[src/rtl/stopwatch_pkg.sv]
// Shared display constants: segment patterns, dp position and the digit-frame payload.
package stopwatch_pkg;

   localparam int unsigned DIGITS = 4;
   localparam int unsigned SEG_W  = 15;
   localparam int unsigned DP_BIT = 14;

   localparam logic [SEG_W-1:0] SEG_BLANK = 15'h7FFF;
   localparam logic [SEG_W-1:0] SEG_DASH  = 15'h7F3F;

   // Active-low patterns; bits 0..5 = a..f, 6/7 = middle halves, 14 = dp
   localparam logic [SEG_W-1:0] BCD_SEG [0:9] = '{
      15'h7FC0, 15'h7FF9, 15'h7F24, 15'h7F30, 15'h7F19,
      15'h7F12, 15'h7F02, 15'h7FF8, 15'h7F00, 15'h7F10
   };

   typedef logic [3:0] bcd_t;

   typedef struct packed {
      bcd_t       d3;
      bcd_t       d2;
      bcd_t       d1;
      bcd_t       d0;
      logic [3:0] blink_mask;
      logic       blank_lz;
      logic       dp_en;
   } frame_t;

endpackage

[src/rtl/stopwatch_display_scan_seg_encode.sv]
// Nibble to 15-segment pattern; 10..15 render as a dash.
module seg_encode
   import stopwatch_pkg::*;
(
   input  logic [3:0]       digit,
   output logic [SEG_W-1:0] seg_c
);

   always_comb begin
      seg_c = SEG_DASH;
      if (digit < 4'd10) seg_c = BCD_SEG[digit];
   end

endmodule

[src/rtl/stopwatch_display_scan.sv]
// Multiplexed 4-digit scan with frame-coherent latching, leading-zero blanking and blink.
module stopwatch_display_scan
   import stopwatch_pkg::*;
#(
   parameter int unsigned SCAN_DIV     = 25000,
   parameter int unsigned BLINK_FRAMES = 250
) (
   input  logic             clk,
   input  logic             rst,
   input  logic [3:0]       in0,
   input  logic [3:0]       in1,
   input  logic [3:0]       in2,
   input  logic [3:0]       in3,
   input  logic [3:0]       blink_mask,
   input  logic             blank_lz,
   input  logic             dp_en,
   output logic [SEG_W-1:0] display,
   output logic [3:0]       wh_light
);

   localparam int unsigned PCNT_W = (SCAN_DIV > 1) ? $clog2(SCAN_DIV) : 1;
   localparam int unsigned FCNT_W = (BLINK_FRAMES > 1) ? $clog2(BLINK_FRAMES) : 1;
   localparam logic [PCNT_W-1:0] PCNT_MAX = PCNT_W'(SCAN_DIV - 1);
   localparam logic [FCNT_W-1:0] FCNT_MAX = FCNT_W'(BLINK_FRAMES - 1);

   logic [PCNT_W-1:0] pcnt;
   logic [1:0]        idx;
   logic [FCNT_W-1:0] fcnt;
   logic              bph;
   frame_t            shadow;

   logic              tick;
   logic              frame_wrap;
   logic [1:0]        idx_nxt;
   logic [FCNT_W-1:0] fcnt_nxt;
   logic              bph_nxt;
   frame_t            frame_nxt;
   bcd_t              sel_digit;
   logic [SEG_W-1:0]  sel_seg;
   logic              lz3, lz2, lz1;
   logic              lz_blank;
   logic              blink_blank;
   logic [SEG_W-1:0]  display_nxt;
   logic [3:0]        wh_light_nxt;

   // Sequencing: the frame boundary latches inputs and advances the blink counter
   always_comb begin
      tick       = (pcnt == PCNT_MAX);
      frame_wrap = tick && (idx == 2'd3);
      idx_nxt    = idx + 2'd1;
      frame_nxt  = shadow;
      fcnt_nxt   = fcnt;
      bph_nxt    = bph;
      if (frame_wrap) begin
         frame_nxt = '{d3: in3, d2: in2, d1: in1, d0: in0, blink_mask: blink_mask,
                       blank_lz: blank_lz, dp_en: dp_en};
         if (fcnt == FCNT_MAX) begin
            fcnt_nxt = '0;
            bph_nxt  = ~bph;
         end else begin
            fcnt_nxt = fcnt + FCNT_W'(1);
         end
      end
   end

   // Output pair for the digit about to be selected, using post-latch frame values
   always_comb begin
      lz3 = frame_nxt.blank_lz && (frame_nxt.d3 == 4'd0);
      lz2 = lz3 && (frame_nxt.d2 == 4'd0);
      lz1 = lz2 && (frame_nxt.d1 == 4'd0);
      unique case (idx_nxt)
         2'd0:    begin sel_digit = frame_nxt.d0; lz_blank = 1'b0; end
         2'd1:    begin sel_digit = frame_nxt.d1; lz_blank = lz1;  end
         2'd2:    begin sel_digit = frame_nxt.d2; lz_blank = lz2;  end
         default: begin sel_digit = frame_nxt.d3; lz_blank = lz3;  end
      endcase
      blink_blank = frame_nxt.blink_mask[idx_nxt] && bph_nxt;
      display_nxt = (blink_blank || lz_blank) ? SEG_BLANK : sel_seg;
      // Colon survives leading-zero blanking but not blink
      if ((idx_nxt == 2'd2) && frame_nxt.dp_en && !blink_blank) display_nxt[DP_BIT] = 1'b0;
      wh_light_nxt = ~(4'b0001 << idx_nxt);
   end

   seg_encode u_seg_encode (
      .digit (sel_digit),
      .seg_c (sel_seg)
   );

   always_ff @(posedge clk) begin
      if (rst) begin
         pcnt     <= '0;
         idx      <= 2'd3;
         fcnt     <= '0;
         bph      <= 1'b0;
         shadow   <= '0;
         display  <= SEG_BLANK;
         wh_light <= 4'b1111;
      end else begin
         pcnt <= tick ? '0 : pcnt + PCNT_W'(1);
         if (tick) begin
            idx      <= idx_nxt;
            shadow   <= frame_nxt;
            fcnt     <= fcnt_nxt;
            bph      <= bph_nxt;
            display  <= display_nxt;
            wh_light <= wh_light_nxt;
         end
      end
   end

endmodule
[config.mk]
export PLATFORM = sky130hd
export DESIGN_NAME = stopwatch_display_scan
export DESIGN_NICKNAME = d
export VERILOG_FILES = /design/src/rtl/stopwatch_pkg.sv /design/src/rtl/stopwatch_display_scan_seg_encode.sv /design/src/rtl/stopwatch_display_scan.sv
export SDC_FILE = /design/constraint.sdc
export NUM_CORES = 1
export LEC_CHECK = 0
export BUFFER_PORTS_ARGS = -buffer_cell sky130_fd_sc_hd__buf_4
export CORE_MARGIN = 2
export CORE_UTILIZATION = 54
export CTS_BUF_LIST = sky130_fd_sc_hd__clkbuf_4 sky130_fd_sc_hd__clkbuf_8
export DETAILED_ROUTE_END_ITERATION = 6
export MAX_ROUTING_LAYER = met4
export PLACE_DENSITY = 0.78
export SETUP_SLACK_MARGIN = 0.15
export SYNTH_ARGS = -nofsm -noshare
export SYNTH_HDL_FRONTEND = slang
export SYNTH_HIERARCHICAL = 1
export SYNTH_SLANG_ARGS = --single-unit
[constraint.sdc]
create_clock -name clk -period 3.3 [get_ports clk]
set_input_delay 0.66 -clock clk [delete_from_list [all_inputs] [get_ports clk]]
set_output_delay 0.66 -clock clk [all_outputs]
set_load 0.01 [all_outputs]
==> out/metrics.csv, run 1 <==
metric;value;unit
Final TNS setup;0;ps
vias in the first global route;2459;
met1 Use GR;28.0;%
final hold violations;0;
Yosys cell types;47;
Synth area leaders;dfxtp_1 41%, nand2_1 5.8%, ha_1 5.0%;
Slew headroom;62.4;%
CTS tree;built;
sequential share of power;50.9;%
R2R setup slack;210;ps
sequential share of the synthesized area;41.3;%
Internal Power;1.27;mW
Slew @ Worst Pin;548;ps
kind of critical path;flip-flop to flip-flop;
Post-synth top flop;dfxtp_1;
routed wire length per instance;15.1;um
Total GRT Usage;22.9;%
grt peak-use layer;met2;
clk buf depth;2;
site row count;28;
Core ar.;5850;um2
Net Sw Frac;20.5;%
Yosys top cell by area;dfxtp_1;
ANT cells;0;
Pwr Total;1.60;mW
port bufs;42;
ys async rst share;0;%
# DRC;1;
most frequent cell after synthesis;dfxtp_1;
critical path peak fanout;13;
DR iter-0 viols;167;
violated checks;DRC;
post-synth top area share;41.3;%
layout cells sized above 1;27.2;%
critical path arrival;3380;ps
first-pass GRT wire length;11.3;mm
GR Layer Usage met2;36.4;%
Post-synth top cells;67 x dfxtp_1, 50 x nand2_1, 31 x nor2_1;
EDFF count, synth;0;
pwr dens;400;nW/um2
M3 GR Usage;7.03;%
Net Sw Power;0.328;mW
dpl hpwl;4.86;mm
clk_skew;4.22;ps
crit path launch type;flip-flop;
Fmax;324;MHz
fin crit period;3090;ps
Fillers;443;
CP Capture Type;flip-flop;
DIE AREA;6640;um2
Ys Warns;6;
drt total wl;7.36;mm
die span in x;81.5;um
FF+latch count, synth;67;
Max IR drop VDD;0.275;mV
Avg Cell Area, Syn;9.22;um2
Die Y;81.5;um
maxcap violations;0;
H-tree depth;3;
I/O pin count;43;
routability cong.;0.851;
Routed Antenna Nets;0;
post-synthesis instance area;3240;um2
Final setup viols;0;
Static Leakage;1.67;nW
RSZ-0062 raised after global routing;true;
root buf cell;clkbuf_8;
Final nets;444;
initial antenna violation count;0;
Critical Path RT;3590;ps
clock slew seen by the registers of the worst setup and hold paths;70;ps
largest net degree at the start of global routing;29;
GRT overflow;0;
CTS Sinks;67;
P&R area growth vs syn;23.1;%
Worst-Skew Late Latency;350;ps
fin crit share;93.7;%
fin. max-slew vios;0;
Initial Utilization;55.5;%
Clk network pwr share;45.9;%
Combinational Power Share;3.2;%
drt first pass iters;7;
status;finished, violations left;
Mapped Cells;352;
Via density;5.46;
Vias;2657;
min-delay worst type;flip-flop to flip-flop;
cts bufs inserted;9;
-- through the flow --
| stage | instance area (um2) | hold WS (ps) | utilization (%) | setup WS (ps) | std cells |
|---|---|---|---|---|---|
| floorplan | 3280 | 426 | - | 156 | 358 |
| global placement | 3610 | 439 | 61.7 | 99.7 | 460 |
| detailed placement | 3610 | 446 | 61.7 | 20.0 | 460 |
| CTS | 3850 | 458 | 65.8 | 167 | 478 |
| global route | 4000 | 477 | 68.3 | 91.8 | 487 |
| finish | 4000 | 456 | 68.3 | 209 | 487 |
-- kinds of logic (layout without fill, tap and decap cells) --
kind of cell | Yosys count | after routing | synth area share (%)
XOR/XNOR | 20 | 20 | 5.40
AO/OA/AOI/OAI | 54 | 54 | 12.0
flip-flops | 67 | 67 | 41.3
buffers and inverters | 37 | 90 | 6.05
adder cells (fa/ha/maj) | 13 | 13 | 5.01
AND/OR/NAND/NOR | 136 | 136 | 21.9
multiplexers | 24 | 25 | 8.18
other | 1 | 7 | 0.116
-- power by group through the flow --
stage	registers (mW)	logic (mW)	clock network [mW]
after global routing	0.813	0.0568	0.781
after detailed placement	0.833	0.0502	0
final	0.814	0.0513	0.734
after CTS	0.814	0.0506	0.744
after global placement	0.833	0.0498	0
after floorplan	0.832	0.0251	0
-- layout by cell type (no fill, tap or decap), types with 7 or more instances in the layout --
| master | n |
|---|---|
| and2_1 | 8 |
| buf_4 | 63 |
| xnor2_1 | 9 |
| xor2_1 | 11 |
| and3_1 | 10 |
| inv_1 | 9 |
| a21oi_1 | 17 |
| ha_1 | 10 |
| nand2_1 | 50 |
| clkbuf_8 | 12 |
| nor2_1 | 31 |
| dfxtp_1 | 64 |
| mux2i_1 | 10 |
| o22a_1 | 14 |
| mux2_2 | 9 |
| conb_1 | 7 |
-- metal layers --
layer  share of wire (%)  up-vias
met5                   0        -
li1                    -     1319
met3                 4.8       10
met2                  50       67
met1                  44     1261
met4                 1.2        0
-- repair_timing --
action,CTS,global route
gates resized for setup,1,18
setup buffers,2,8
hold buffers,0,0
endpoints found under the hold margin,0,0
setup endpoints to repair,8,8
gates cloned,0,1
pin swaps,1,11
-- area by class of cell --
type	instances	area [um2]	share of cell area, %
Inverter	11	41.3	1.03
Sequential cell	67	1350	33.7
Timing Repair Buffer	63	473	11.8
Tap cell	75	93.8	2.35
Clock buffer	15	188	4.70
Clock inverter	1	30.0	0.752
Multi-Input combinational cell	255	1820	45.6
-- path summary, 6_finish.rpt --
check,end,start,depth (start not counted)
hold / removal,shadow[0]$_SDFFE_PP0N_,shadow[0]$_SDFFE_PP0N_,2
setup reg to reg,display[2]$_SDFFE_PP1N_,pcnt[6]$_SDFF_PP0_,11
setup / recovery,display[2]$_SDFFE_PP1N_,pcnt[6]$_SDFF_PP0_,11
hold reg to reg,shadow[0]$_SDFFE_PP0N_,shadow[0]$_SDFFE_PP0N_,2
-- critical path, stage by stage, from the launching register on --
cell and delay, ps:
dfxtp_4 350, or4bb_4 550, nor4_4 240, buf_4 170, buf_4 200, mux2_2 370
a222oi_1 260, mux2i_1 210, buf_4 210, nand2b_1 160, a22oi_2 160, o22a_1 150
-- state kept, by name, indices dropped and copies added (netlist names) --
register / flops
wh_light: 4
bph: 1
fcnt: 8
idx: 2
pcnt: 15
shadow: 22
display: 15
No activity file was read; power rests on OpenSTA's default activity.
==> run 2: changes to the inputs <==
--- a/config.mk
+++ b/config.mk
@@ -7,13 +7,14 @@
 export LEC_CHECK = 0
 export BUFFER_PORTS_ARGS = -buffer_cell sky130_fd_sc_hd__buf_4
 export CORE_MARGIN = 2
-export CORE_UTILIZATION = 54
+export CORE_UTILIZATION = 55
 export CTS_BUF_LIST = sky130_fd_sc_hd__clkbuf_4 sky130_fd_sc_hd__clkbuf_8
 export DETAILED_ROUTE_END_ITERATION = 6
 export MAX_ROUTING_LAYER = met4
-export PLACE_DENSITY = 0.78
+export PLACE_DENSITY = 0.77
 export SETUP_SLACK_MARGIN = 0.15
 export SYNTH_ARGS = -nofsm -noshare
 export SYNTH_HDL_FRONTEND = slang
 export SYNTH_HIERARCHICAL = 1
 export SYNTH_SLANG_ARGS = --single-unit
+export TNS_END_PERCENT = 100
==> constraint.sdc (replaced) <==
create_clock -name clk -period 3.69 [get_ports clk]
set_input_delay 0.738 -clock clk [delete_from_list [all_inputs] [get_ports clk]]
set_output_delay 0.738 -clock clk [all_outputs]
set_load 0.01 [all_outputs]
==> out/metrics.csv, run 2 (same netlist as run 1, synthesis figures left out) <==
metric;value;unit
CTS tree;built;
dpl hpwl;4.99;mm
Routed Antenna Nets;0;
H-tree depth;3;
port bufs;42;
leading cell types in the layout, fill and taps excluded;67 x dfxtp_1, 52 x buf_4, 50 x nand2_1;
Final nets;432;
CP dominant cell by count;buf_4;
Initial Utilization;57.9;%
initial antenna violation count;0;
Worst R2R Start;pcnt[7]$_SDFF_PP0_;
first-pass GRT wire length;11.4;mm
crit path launch type;flip-flop;
Via density;5.49;
fin crit period;3370;ps
critical path arrival;3650;ps
RSZ-0062 raised after global routing;false;
fin crit share;91.4;%
Vias;2577;
GRT overflow;0;
CP cell instances;or4bb_4 -> nor4_4 -> buf_4 -> buf_4 -> mux2_2 -> a222oi_1 -> mux2i_1 -> nor2b_1 -> a211oi_1 -> o22a_1;
fin util;67.3;%
CP startpoint;pcnt[7]$_SDFF_PP0_;
max reg flops;22;
clk_skew;6.27;ps
routability cong.;0.892;
CP peak stage delay;590;ps
kind of critical path;flip-flop to flip-flop;
Reg with most FFs;shadow;
clk buf depth;2;
die span in x;80.8;um
fin. max-slew vios;0;
Slew @ Worst Pin;685;ps
Slew headroom;53.0;%
pwr dens;341;nW/um2
Final TNS setup;0;ps
Fillers;472;
site row count;27;
maxcap violations;0;
R2R Path End;display[6]$_SDFFE_PP1N_;
ANT cells;0;
status;complete, no violations;
routed wire length per instance;14.5;um
min-delay worst type;flip-flop to flip-flop;
hold slack;453;ps
critical path peak fanout;13;
slowest CP cell;or4bb_4;
Largest regs;shadow: 22 flops, display: 15 flops, pcnt: 15 flops;
DIE AREA;6530;um2
Worst-Skew Late Latency;330;ps
crit path to;display[6]$_SDFFE_PP1N_;
footprint of the multi-input gates;1750;um2
P&R area growth vs syn;16.4;%
largest net degree at the start of global routing;29;
cts bufs inserted;9;
Total GRT Usage;23.8;%
Die Y;80.8;um
CP Capture Type;flip-flop;
root buf cell;clkbuf_8;
vias in the first global route;2473;
Core ar.;5610;um2
drt total wl;6.79;mm
I/O pin count;43;
# DRC;0;
Worst Reg-to-Reg Cells;10;
layout cells sized above 1;21.7;%
Static Leakage;1.57;nW
FF/Latch Area;1340;um2
CTS Sinks;67;
most common cell after layout, fill and taps aside;dfxtp_1;
Final setup viols;0;
Max IR drop VDD;0.280;mV
R2R setup slack;320;ps
Critical Path RT;3970;ps
DR iter-0 viols;160;
clock slew seen by the registers of the worst setup and hold paths;60;ps
final hold violations;0;
Fmax;296;MHz
drt first pass iters;4;
## run 2: cell types whose count changed in the layout (fill, tap and decap cells not counted), moves of 3 or more
cell and change:
buf_4 -11, dfxtp_1 +3, ha_1 +3, ha_4 -3
## run 2: timing repair
item / in CTS / in global routing
endpoints found under the setup margin: 0 / 7
hold buffers: 0 / 0
setup buffers: 0 / 3
gates resized for setup: 0 / 5
## run 2: area by class of cell
type	instances	share of cell area, %
inverters	11	1.09
clock buffers	13	4.24
repair buffers	52	10.3
multi-input cells	254	46.4
flip-flops and latches	67	35.5
well taps	72	2.39
## run 2: worst min path at each step
stage	endpoint	startpoint	depth (start not counted)	slack, ps
after floorplan	pcnt[0]$_SDFF_PP0_	pcnt[0]$_SDFF_PP0_	1	430
after global placement	shadow[3]$_SDFFE_PP0N_	shadow[3]$_SDFFE_PP0N_	2	440
after detailed placement	shadow[4]$_SDFFE_PP0N_	shadow[4]$_SDFFE_PP0N_	2	450
after CTS	shadow[4]$_SDFFE_PP0N_	shadow[4]$_SDFFE_PP0N_	2	460
after global routing	shadow[0]$_SDFFE_PP0N_	shadow[0]$_SDFFE_PP0N_	2	470
final	shadow[4]$_SDFFE_PP0N_	shadow[4]$_SDFFE_PP0N_	2	450
## run 2: stage by stage
stage	cells	setup WS [ps]	total power [mW]	cell area [um2]
6_report	469	317	1.29	3780
5_1_grt	469	137	1.34	3780
4_1_cts	466	152	1.30	3730
3_5_place_dp	453	215	0.790	3570
3_3_place_gp	453	380	0.789	3570
2_1_floorplan	358	491	0.767	3270
## run 2: critical path, delay by kind of cell, from the launching register on
family | cells | cell delay [ps]
compound gates | 3 | 740
buf+inv | 2 | 410
simple gates | 3 | 1100
flops | 1 | 400
mux | 2 | 670
## run 2: routing by layer
metal | global-route usage, % | vias to the layer above | routed length, um
li1 | - | 1295 | -
met1 | 28.5 | 1201 | 3010
met2 | 38.1 | 68 | 3340
met3 | 8.00 | 13 | 342
met4 | 7.12 | 0 | 94
met5 | - | - | 0
## run 2: where the power goes
group          switching [mW]  internal [mW]
clock network           0.238          0.274
logic                  0.0238         0.0218
registers             0.00262          0.726
total                   0.265           1.02
==> run 3: changes to the inputs <==
--- a/config.mk
+++ b/config.mk
@@ -7,12 +7,13 @@
 export LEC_CHECK = 0
 export BUFFER_PORTS_ARGS = -buffer_cell sky130_fd_sc_hd__buf_4
 export CORE_MARGIN = 2
-export CORE_UTILIZATION = 55
+export CORE_UTILIZATION = 58
 export CTS_BUF_LIST = sky130_fd_sc_hd__clkbuf_4 sky130_fd_sc_hd__clkbuf_8
 export DETAILED_ROUTE_END_ITERATION = 6
 export MAX_ROUTING_LAYER = met4
-export PLACE_DENSITY = 0.77
+export PLACE_DENSITY = 0.8
 export SETUP_SLACK_MARGIN = 0.15
+export SKIP_LAST_GASP = 1
 export SYNTH_ARGS = -nofsm -noshare
 export SYNTH_HDL_FRONTEND = slang
 export SYNTH_HIERARCHICAL = 1
==> out/metrics.csv, run 3 (same netlist as run 1, synthesis figures left out) <==
metric;value;unit
status;complete, no violations;
initial antenna violation count;0;
crit path launch type;flip-flop;
ANT cells;0;
Internal Power;1.02;mW
routed wire length per instance;14.9;um
fin crit share;91.4;%
routability cong.;0.905;
clk buf depth;2;
site row count;27;
pre-CTS setup slack;230;ps
Routed Antenna Nets;0;
R2R setup slack;320;ps
Via density;5.53;
DR iter-0 viols;177;
root buf cell;clkbuf_8;
final hold violations;0;
min-delay worst type;flip-flop to flip-flop;
Max IR drop VDD;0.243;mV
leading cell types in the layout, fill and taps excluded;66 x dfxtp_1, 56 x buf_4, 50 x nand2_1;
sequential share of power;55.5;%
vias in the first global route;2523;
final setup margin;319;ps
P&R area growth vs syn;17.4;%
clk_skew;9.35;ps
critical path arrival;3670;ps
max reg flops;22;
Final nets;436;
Slew @ Worst Pin;787;ps
maxcap violations;0;
fin crit period;3370;ps
Critical Path RT;3980;ps
Reg with most FFs;shadow;
I/O pin count;43;
die span in x;78.8;um
Vias;2626;
GR Layer Usage met2;40.1;%
cts bufs inserted;9;
Final TNS setup;0;ps
dpl hpwl;4.96;mm
met1 Use GR;28.8;%
Core ar.;5440;um2
Fillers;433;
drt total wl;7.06;mm
CP cell instances;or4bb_4 -> nor4_4 -> buf_4 -> buf_4 -> mux2_2 -> a222oi_1 -> mux2i_2 -> inv_2 -> ha_1 -> and3b_1 -> a21oi_1 -> o22a_1;
CP dominant cell by count;buf_4;
Net Sw Power;0.295;mW
Fmax;297;MHz
M3 GR Usage;5.68;%
critical path peak fanout;6;
Clk network pwr share;41.1;%
slowest CP cell;or4bb_4;
port bufs;42;
RSZ-0062 raised after global routing;false;
footprint of the multi-input gates;1750;um2
Slew headroom;46.1;%
GRT overflow;0;
Static Leakage;1.60;nW
first-pass GRT wire length;11.5;mm
layout cells sized above 1;23.6;%
largest net degree at the start of global routing;29;
clock slew seen by the registers of the worst setup and hold paths;70;ps
Net Sw Frac;22.5;%
FF/Latch Area;1340;um2
Largest regs;shadow: 22 flops, display: 15 flops, pcnt: 15 flops;
H-tree depth;3;
Worst-Skew Late Latency;350;ps
Final setup viols;0;
drt first pass iters;6;
Total GRT Usage;24.4;%
CP peak stage delay;590;ps
CTS Sinks;67;
CP Capture Type;flip-flop;
most common cell after layout, fill and taps aside;dfxtp_1;
Initial Utilization;59.7;%
Combinational Power Share;3.5;%
kind of critical path;flip-flop to flip-flop;
# DRC;0;
DIE AREA;6210;um2
pwr dens;345;nW/um2
Die Y;78.8;um
fin. max-slew vios;0;
grt peak-use layer;met2;
CTS tree;built;
## run 3: stage by stage
stage | power [mW] | util, % | area (um2) | instances | hold WS (ps)
4_1_cts | 1.31 | 68.7 | 3740 | 468 | 453
2_1_floorplan | 0.767 | - | 3270 | 358 | 426
5_1_grt | 1.35 | 70.0 | 3810 | 475 | 465
3_5_place_dp | 0.789 | 65.6 | 3570 | 453 | 443
6_report | 1.31 | 70.0 | 3810 | 475 | 452
3_3_place_gp | 0.789 | 65.6 | 3570 | 453 | 439
## run 3: power by group through the flow
stage,sequential [mW],combinational [mW],clock (mW)
after global placement,0.745,0.0442,0
after floorplan,0.744,0.0225,0
final,0.728,0.0455,0.539
after detailed placement,0.745,0.0447,0
after CTS,0.728,0.0449,0.540
after global routing,0.728,0.0501,0.574
## run 3: repair_timing
item,in CTS,in global routing
setup endpoints to repair,0,7
hold endpoints to repair,0,0
resized for setup,0,7
hold buffers,0,0
setup buffers,0,7
## run 3: metal layers
layer,vias up,share of wire (%)
met5,-,0
met4,0,2.4
met3,18,5.2
met2,78,50
met1,1230,42
li1,1300,-
## run 3: layout make-up
class	count	area share [%]
multi-input combinational	254	45.9
sequential	67	35.2
timing repair buffer	56	11.0
clock buffer	12	4.01
tap	72	2.36
inverter	11	1.08
clock inverter	3	0.394
## run 3: path summary, 6_finish.rpt
| check | start | depth (start not counted) | to |
|---|---|---|---|
| min | shadow[8]$_SDFFE_PP0N_ | 2 | shadow[8]$_SDFFE_PP0N_ |
| max | pcnt[6]$_SDFF_PP0_ | 12 | display[3]$_SDFFE_PP1N_ |
| max reg2reg | pcnt[6]$_SDFF_PP0_ | 12 | display[3]$_SDFFE_PP1N_ |
| min reg2reg | shadow[8]$_SDFFE_PP0N_ | 2 | shadow[8]$_SDFFE_PP0N_ |
## run 3: critical path, delay by kind of cell, from the launching register on
kind	cells	cell delay, ps
buf+inv	3	430
simple gates	3	1120
fa+ha+maj	1	240
mux	2	560
flops	1	360
compound gates	3	600
